[src/rtl/instruction_prefetch_unit.sv]
// Fetch stage: owns the fetch PC, issues one word read at a time to instruction
// memory and buffers returned words in a small FIFO presented to decode.
// Branches flush the FIFO and discard any in-flight read; fetching the all-zero
// word parks the unit in HALT until the next branch.
module instruction_prefetch_unit #(
    parameter int          DEPTH    = 4,
    parameter logic [31:0] RESET_PC = 32'h0
) (
    input  logic        clk1,
    input  logic        rst,
    output logic        mem_req,
    output logic [31:0] mem_addr,
    input  logic        mem_ack,
    input  logic [31:0] mem_rdata,
    input  logic        branch_valid,
    input  logic [31:0] branch_target,
    output logic        instr_valid,
    output logic [31:0] instr,
    output logic [31:0] instr_pc,
    input  logic        instr_ready,
    output logic        halted
);
    localparam int AW = $clog2(DEPTH);
    localparam logic [AW:0]   CNT_ONE = (AW + 1)'(1);
    localparam logic [AW:0]   FULL    = (AW + 1)'(DEPTH);
    localparam logic [AW-1:0] PTR_ONE = AW'(1);

    typedef enum logic [1:0] {IDLE, REQ, DROP, HALT} state_t;

    state_t        state;
    logic [31:0]   pc;
    logic [31:0]   pc_inc;
    logic [31:0]   fifo_instr [DEPTH];
    logic [31:0]   fifo_pc    [DEPTH];
    logic [AW-1:0] rd_ptr;
    logic [AW-1:0] wr_ptr;
    logic [AW:0]   count;
    logic [AW:0]   count_next;
    logic          push;
    logic          pop;

    // Head of the FIFO goes straight to decode from the storage registers.
    assign instr_valid = (count != '0);
    assign instr       = fifo_instr[rd_ptr];
    assign instr_pc    = fifo_pc[rd_ptr];
    assign pop         = instr_valid && instr_ready;
    // Only a live (non-dropped) request that completes without a redirect is kept.
    assign push        = (state == REQ) && mem_ack && !branch_valid;
    assign pc_inc      = pc + 32'd4;

    // Occupancy after this cycle's push/pop; decides whether a back-to-back request fits.
    always_comb begin
        count_next = count;
        if (push && !pop)
            count_next = count + CNT_ONE;
        else if (!push && pop)
            count_next = count - CNT_ONE;
    end

    // Capture fetched word and its address into the tail slot.
    always_ff @(posedge clk1) begin
        if (!rst && push) begin
            fifo_instr[wr_ptr] <= mem_rdata;
            fifo_pc[wr_ptr]    <= mem_addr;
        end
    end

    // Fetch FSM, PC, request handshake and FIFO pointer bookkeeping.
    always_ff @(posedge clk1) begin
        if (rst) begin
            state    <= IDLE;
            pc       <= RESET_PC;
            mem_req  <= 1'b0;
            mem_addr <= RESET_PC;
            halted   <= 1'b0;
            rd_ptr   <= '0;
            wr_ptr   <= '0;
            count    <= '0;
        end else if (branch_valid) begin
            // Flush wins over any pop: the decoder already took the old head.
            rd_ptr <= '0;
            wr_ptr <= '0;
            count  <= '0;
            pc     <= branch_target & ~32'h3;
            halted <= 1'b0;
            if ((state == REQ || state == DROP) && !mem_ack) begin
                // Read still outstanding: keep the handshake alive, throw the data away.
                state <= DROP;
            end else begin
                state   <= IDLE;
                mem_req <= 1'b0;
            end
        end else begin
            if (push) wr_ptr <= wr_ptr + PTR_ONE;
            if (pop)  rd_ptr <= rd_ptr + PTR_ONE;
            count <= count_next;
            case (state)
                IDLE: begin
                    if (count < FULL) begin
                        mem_req  <= 1'b1;
                        mem_addr <= pc;
                        state    <= REQ;
                    end
                end
                REQ: begin
                    if (mem_ack) begin
                        pc <= pc_inc;
                        if (mem_rdata == 32'h0) begin
                            mem_req <= 1'b0;
                            halted  <= 1'b1;
                            state   <= HALT;
                        end else if (count_next < FULL) begin
                            mem_addr <= pc_inc;
                        end else begin
                            mem_req <= 1'b0;
                            state   <= IDLE;
                        end
                    end
                end
                DROP: begin
                    if (mem_ack) begin
                        mem_req <= 1'b0;
                        state   <= IDLE;
                    end
                end
                HALT: begin
                    mem_req <= 1'b0;
                end
                default: state <= IDLE;
            endcase
        end
    end
endmodule
[config.mk]
export PLATFORM = sky130hd
export DESIGN_NAME = instruction_prefetch_unit
export DESIGN_NICKNAME = d
export VERILOG_FILES = /design/src/rtl/instruction_prefetch_unit.sv
export SDC_FILE = /design/constraint.sdc
export NUM_CORES = 1
export LEC_CHECK = 0
export CORE_ASPECT_RATIO = 1.4
export CORE_UTILIZATION = 58
export DETAILED_ROUTE_END_ITERATION = 6
export PLACE_DENSITY_LB_ADDON = 0.15
export SLEW_MARGIN = 10
export SYNTH_ARGS = -nofsm -noshare
export SYNTH_HDL_FRONTEND = slang
export SYNTH_SLANG_ARGS = --single-unit
[constraint.sdc]
create_clock -name clk1 -period 5 [get_ports clk1]
set_input_delay 0.5 -clock clk1 [delete_from_list [all_inputs] [get_ports clk1]]
set_output_delay 0.5 -clock clk1 [all_outputs]
set_load 0.005 [all_outputs]
### Yosys cells after proc, flatten, opt, wreduce, memory -nomap -nowiden

Memory sizes are Yosys's and may differ from the RTL's. A register that Yosys moved wholly into a read port is not among the register bits.
Index checks and enable logic that the tools add are counted.

* add/sub/neg operators: 5
* multiplexer cells: 32
* magnitude comparators: 2
* equal/unequal tests: 12
* bitwise logic cells: 1
* reduce and logical (&&, ||, !) cells: 27

Operators with widths (count)
* two-way mux 32 bit: 7
* case mux 32 bit (2 select lines): 1
* adder 32 x 3 -> 32 bit, second input constant: 1
* logical NOT 32 bit: 1
* two-way mux 2 bit: 11
* AND reduction 5 bit: 2
* two-way mux 1 bit: 9
* inequality test 3 bit, second input constant: 3
* inequality test 2 bit, second input constant: 4
* logical AND 1 bit: 7
* < comparator 3 bit, second input constant: 2
* two-way mux 3 bit: 2
* case mux 2 bit (3 select lines): 1
* AND reduction 6 bit: 1
* nonzero test 2 bit: 3
* logical NOT 1 bit: 5
* adder 2 x 1 -> 2 bit, second input constant: 2
* == test 2 bit, second input constant: 2
* inequality test 4 bit, second input constant: 1
* case mux 1 bit (4 select lines): 1
* AND reduction 2 bit: 2
* nonzero test 4 bit: 1
* adder 3 x 1 -> 3 bit, second input constant: 1
* AND reduction 3 bit: 1
* other kinds (8): 8

* RAM bits: 256
* bits of input ports: 69
* word-level logic and storage cells: 90
* memories kept: 2
* output and inout port bits: 99
* flip-flop bits (word level): 75

Memory list
* fifo_instr: depth 4, bits a word 32, rd ports 1, clocked after Yosys merged registers in 1, wr ports 1, RTL line 33 `logic [31:0] fifo_instr [DEPTH];`
* fifo_pc: depth 4, bits a word 32, rd ports 1, clocked after Yosys merged registers in 1, wr ports 1, RTL line 34 `logic [31:0] fifo_pc [DEPTH];`

### Logic depth before layout (Yosys ltp)

* depth after elaboration: 13
* mapped depth: 13
* mapped depth without buffers: 11

### Worst setup path after synthesis

OpenSTA, ideal clock, no wires.

* kind: register to register
* start: reg state[1]
* end: mem fifo_instr[0][0], enable pin
* path buffers: 2
* data required time: 4573 ps
* setup time: 427 ps
* period minus slack after synthesis: 3127 ps
* arrival time: 2700 ps
* cell stages (with the launch flop): 7
* path slack: 1873 ps
* path through: dfxtp_1 -> inv_1 -> ha_1 -> buf_2 -> and2_1 -> clkbuf_1 -> and3_1

* longest elaborated chain between the ends: 6

Ends and longest elaborated chain
* from (decl): RTL line 30 `state_t state;`
* from (signal assigned): RTL line 71 `state <= IDLE;`
* from (signal assigned): RTL line 88 `state <= DROP;`
* from (signal assigned): RTL line 90 `state <= IDLE;`
* == test 2 x 1 -> 1 bit: RTL line 48 `assign push = (state == REQ) && mem_ack && !branch_valid;`
* logical AND 1 bit (2 in series): RTL line 48
* logical AND 1 bit: RTL line 62 `if (!rst && push) begin`
* two-way mux 1 bit: RTL line 62
* two-way mux 1 bit (implied by the code): RTL line 63 `fifo_instr[wr_ptr] <= mem_rdata;`
* to (decl): RTL line 33

Every way passes these cells.

==> insert_results.sql <==
INSERT INTO impl_metrics (metric_group, metric, value, unit) VALUES
('outcome', 'outcome', 'complete, no violations', ''),
('layout', 'share_of_final_layout_standard_cells_stronger_than_drive_strength_1', '14.0', '%'),
('layout', 'final_cell_area', '0.0159', 'sq mm'),
('routing', 'dr_wl_met2', '13500', 'um'),
('job', 'timing.max_cap.violations', '0', ''),
('routing', 'remaining_drc_errors', '0', ''),
('worst_hold_path', 'hold_depth', '2', ''),
('logic_synthesis', 'synth.avg_cell_area', '15.7', 'sq um'),
('worst_setup_path', 'worstReg2RegStart', 'state[1]', ''),
('floorplan', 'die_area', '0.0232', 'sq mm'),
('placement', 'port_buffers', '161', ''),
('timing', 'setup_violations', '0', ''),
('timing', 'worst-slew-pin-transition', '0.981', 'ns'),
('clock_network', 'root_buffer', 'sky130_fd_sc_hd__clkbuf_16', ''),
('placement', 'place_hpwl', '17000', 'um'),
('global_route', 'initial_antenna_violation_count', '0', ''),
('timing', 'finalWorstPathRequiredPeriod', '3.33', 'ns'),
('pwr', 'pwr-share-comb', '6.2', '%'),
('clock_network', 'cts_num_sinks', '321', ''),
('layout', 'filler_instances', '1432', ''),
('layout', 'final_nets', '1065', ''),
('logic_synthesis', 'synth_warnings', '0', ''),
('worst_setup_path', 'timing.critical_path.buf_inv', '2', ''),
('pwr', 'power_switching', '1160', 'uW'),
('logic_synthesis', 'synth.top_cells.by_area', 'sky130_fd_sc_hd__edfxtp_1 (57%), sky130_fd_sc_hd__dfxtp_1 (11%), sky130_fd_sc_hd__mux4_2 (11%), sky130_fd_sc_hd__xnor2_1 (2.7%), sky130_fd_sc_hd__a211oi_1 (1.8%)', ''),
('clock_network', 'cts_tree', 'built', ''),
('logic_synthesis', 'netlist.area_leader.share', '56.9', '%'),
('logic_synthesis', 'synth.largest_area_cell', 'sky130_fd_sc_hd__edfxtp_1', ''),
('floorplan', 'die-width', '129', 'um'),
('floorplan', 'die_h', '180', 'um'),
('global_route', 'globalRouteOverflowTotal', '0', ''),
('routing', 'routedWlPerCell', '20.0', 'um'),
('clock_network', 'cts_hold_buffers', '0', ''),
('timing', 'clock.fmax', '300', 'MHz'),
('timing', 'clock-skew-final', '0.0156', 'ns'),
('logic_synthesis', 'synth.cells.most_frequent', 'sky130_fd_sc_hd__edfxtp_1 (248), sky130_fd_sc_hd__dfxtp_1 (73), sky130_fd_sc_hd__mux4_2 (62), sky130_fd_sc_hd__nor2_1 (51), sky130_fd_sc_hd__xnor2_1 (40)', ''),
('placement', 'globalplace.congestion', '0.822', ''),
('pwr', 'vdd_drop_max', '0.271', 'mV'),
('clock_network', 'clk_path_buf_depth', '3', ''),
('global_route', 'grt_overall_usage', '23.1', '%'),
('timing', 'timing_max_transition_violations_final', '0', ''),
('pwr', 'power_density', '346', 'mW/mm^2'),
('clock_network', 'cts_buffers', '29', ''),
('worst_hold_path', 'min_to', 'mem_req', ''),
('floorplan', 'io-pin-count', '168', ''),
('worst_setup_path', 'worst_setup_path_end_kind', 'primary output', ''),
('worst_setup_path', 'max_stage_delay', '0.73', 'ns'),
('pwr', 'power.leakage', '0.00503', 'uW'),
('clock_network', 'clock_latency', '0.54', 'ns'),
('timing', 'hold_viol_final', '0', ''),
('logic_synthesis', 'synth_seq_cells', '321', ''),
('pwr', 'seq_power_share', '55.1', '%'),
('pwr', 'clockPowerShare', '38.6', '%'),
('worst_setup_path', 'crit_path_cell_chain', 'buf_4 -> mux4_2 -> clkdlybuf4s50_1', ''),
('logic_synthesis', 'synthesis.instances', '831', ''),
('worst_setup_path', 'worst_path_cell_with_the_longest_stage_delay', 'sky130_fd_sc_hd__dfxtp_4', ''),
('worst_setup_path', 'regToRegEndpoint', 'mem_addr[18]', ''),
('floorplan', 'number_of_core_rows', '64', ''),
('clock_network', 'cts-htree-levels', '1', ''),
('clock_network', 'cts_resized', '0', ''),
('worst_setup_path', 'crit_path_max_fanout', '29', ''),
('routing', 'first_pass_iters', '5', ''),
('placement', 'post_dp_cell_area', '0.0150', 'sq mm'),
('pwr', 'p_int', '4350', 'uW'),
('logic_synthesis', 'yosysUniqueCellTypes', '56', ''),
('timing', 'worst_slew_margin_rel', '34.5', '%'),
('global_route', 'number_of_global_route_vias_before_repair', '7475', ''),
('routing', 'first_iter_violations', '378', ''),
('floorplan', 'core_area', '0.0220', 'sq mm'),
('floorplan', 'start_util', '59.4', '%'),
('logic_synthesis', 'synth-edff-count', '248', '');
-- through the flow --
stage               instances  utilization [%]  setup slack [ns]  total power (uW)
global route             1300             72.2              1.39              5690
finish                   1300             72.2              1.67              5500
detailed placement       1248             68.0              1.39              3430
global placement         1248             68.0              1.38              3420
CTS                      1300             72.2              1.55              5540
floorplan                 834                -              1.87              3230
-- cells in the final DEF (no fill, tap or decap), drive strengths merged, types with 3 or more instances in the layout --
master         count
xnor2             40
xor2              15
a211oi            34
dfxtp             73
a311oi             5
clkinv            10
o21ai              3
inv               18
nor4              14
nor3              34
buf               14
clkdlybuf4s50    160
nor2              55
o31ai             12
ha                14
nand4             20
conb               4
nand3             18
nand2             32
edfxtp           248
or3                3
and4               6
o211ai             3
mux4              62
a21oi             28
mux2i              6
and2               4
clkbuf            39
and3               6
-- how the worst max path moves through the flow --
stage                        start          endpoint  slack (ns)  cells past startpoint
after global routing      state[1]      mem_addr[17]        1.39                     10
after floorplan           state[1]  fifo_instr[0][0]        1.87                      6
after global placement     mem_ack      mem_addr[18]        1.38                      8
final                         flop      instr_pc[31]        1.67                      3
after CTS                     flop          instr[4]        1.55                      3
after detailed placement   mem_ack      mem_addr[16]        1.39                      9
-- metal layers --
layer	track usage, %	vias up
li1	-	3546
met5	0	-
met3	3.45	57
met1	29.3	3714
met4	8.47	0
met2	40.1	235
-- state kept, by name (all words and copies together) (netlist names), named ones only --
| name | flops |
|---|---|
| fifo_instr | 128 |
| count | 3 |
| mem_addr | 30 |
| pc | 30 |
| state | 2 |
| halted | 1 |
| mem_req | 1 |
| rd_ptr | 2 |
| fifo_pc | 120 |
| wr_ptr | 2 |
-- cell type report --
cell class	count	area [sq um]	area share (%)
clock inverters	13	119	0.748
multi-input cells	439	3880	24.4
inverters	17	63.8	0.401
repair buffers	174	1750	11.0
clock buffers	39	793	4.99
flip-flops and latches	321	8910	56.1
well taps	297	372	2.34
-- power groups by stage --
stage | Sequential (uW) | Clock, uW | Combinational (uW)
floorplan | 3060 | 0 | 174
global placement | 3080 | 0 | 340
detailed placement | 3090 | 0 | 344
CTS | 3030 | 2160 | 347
global route | 3040 | 2270 | 376
finish | 3030 | 2130 | 343
-- worst register-to-register path: cells and delay by family (launching register included) --
family | cells | cell delay [ns]
fa+ha+maj | 2 | 0.46
simple gates | 2 | 0.50
buf+inv | 2 | 0.36
flops | 1 | 0.31
compound gates | 4 | 1.53
-- logic make-up after synthesis --
group	Yosys count	share of synthesized area, %
xor gates and xnor gates	55	3.68
adders and majority gates	14	1.34
AOI/OAI and AO/OA	94	5.05
muxes	68	11.1
buffers and inverters	74	2.43
DFF	321	68.1
other	1	0.0287
and+or+nand+nor	204	8.26
Power figures use the tool's default switching activity.
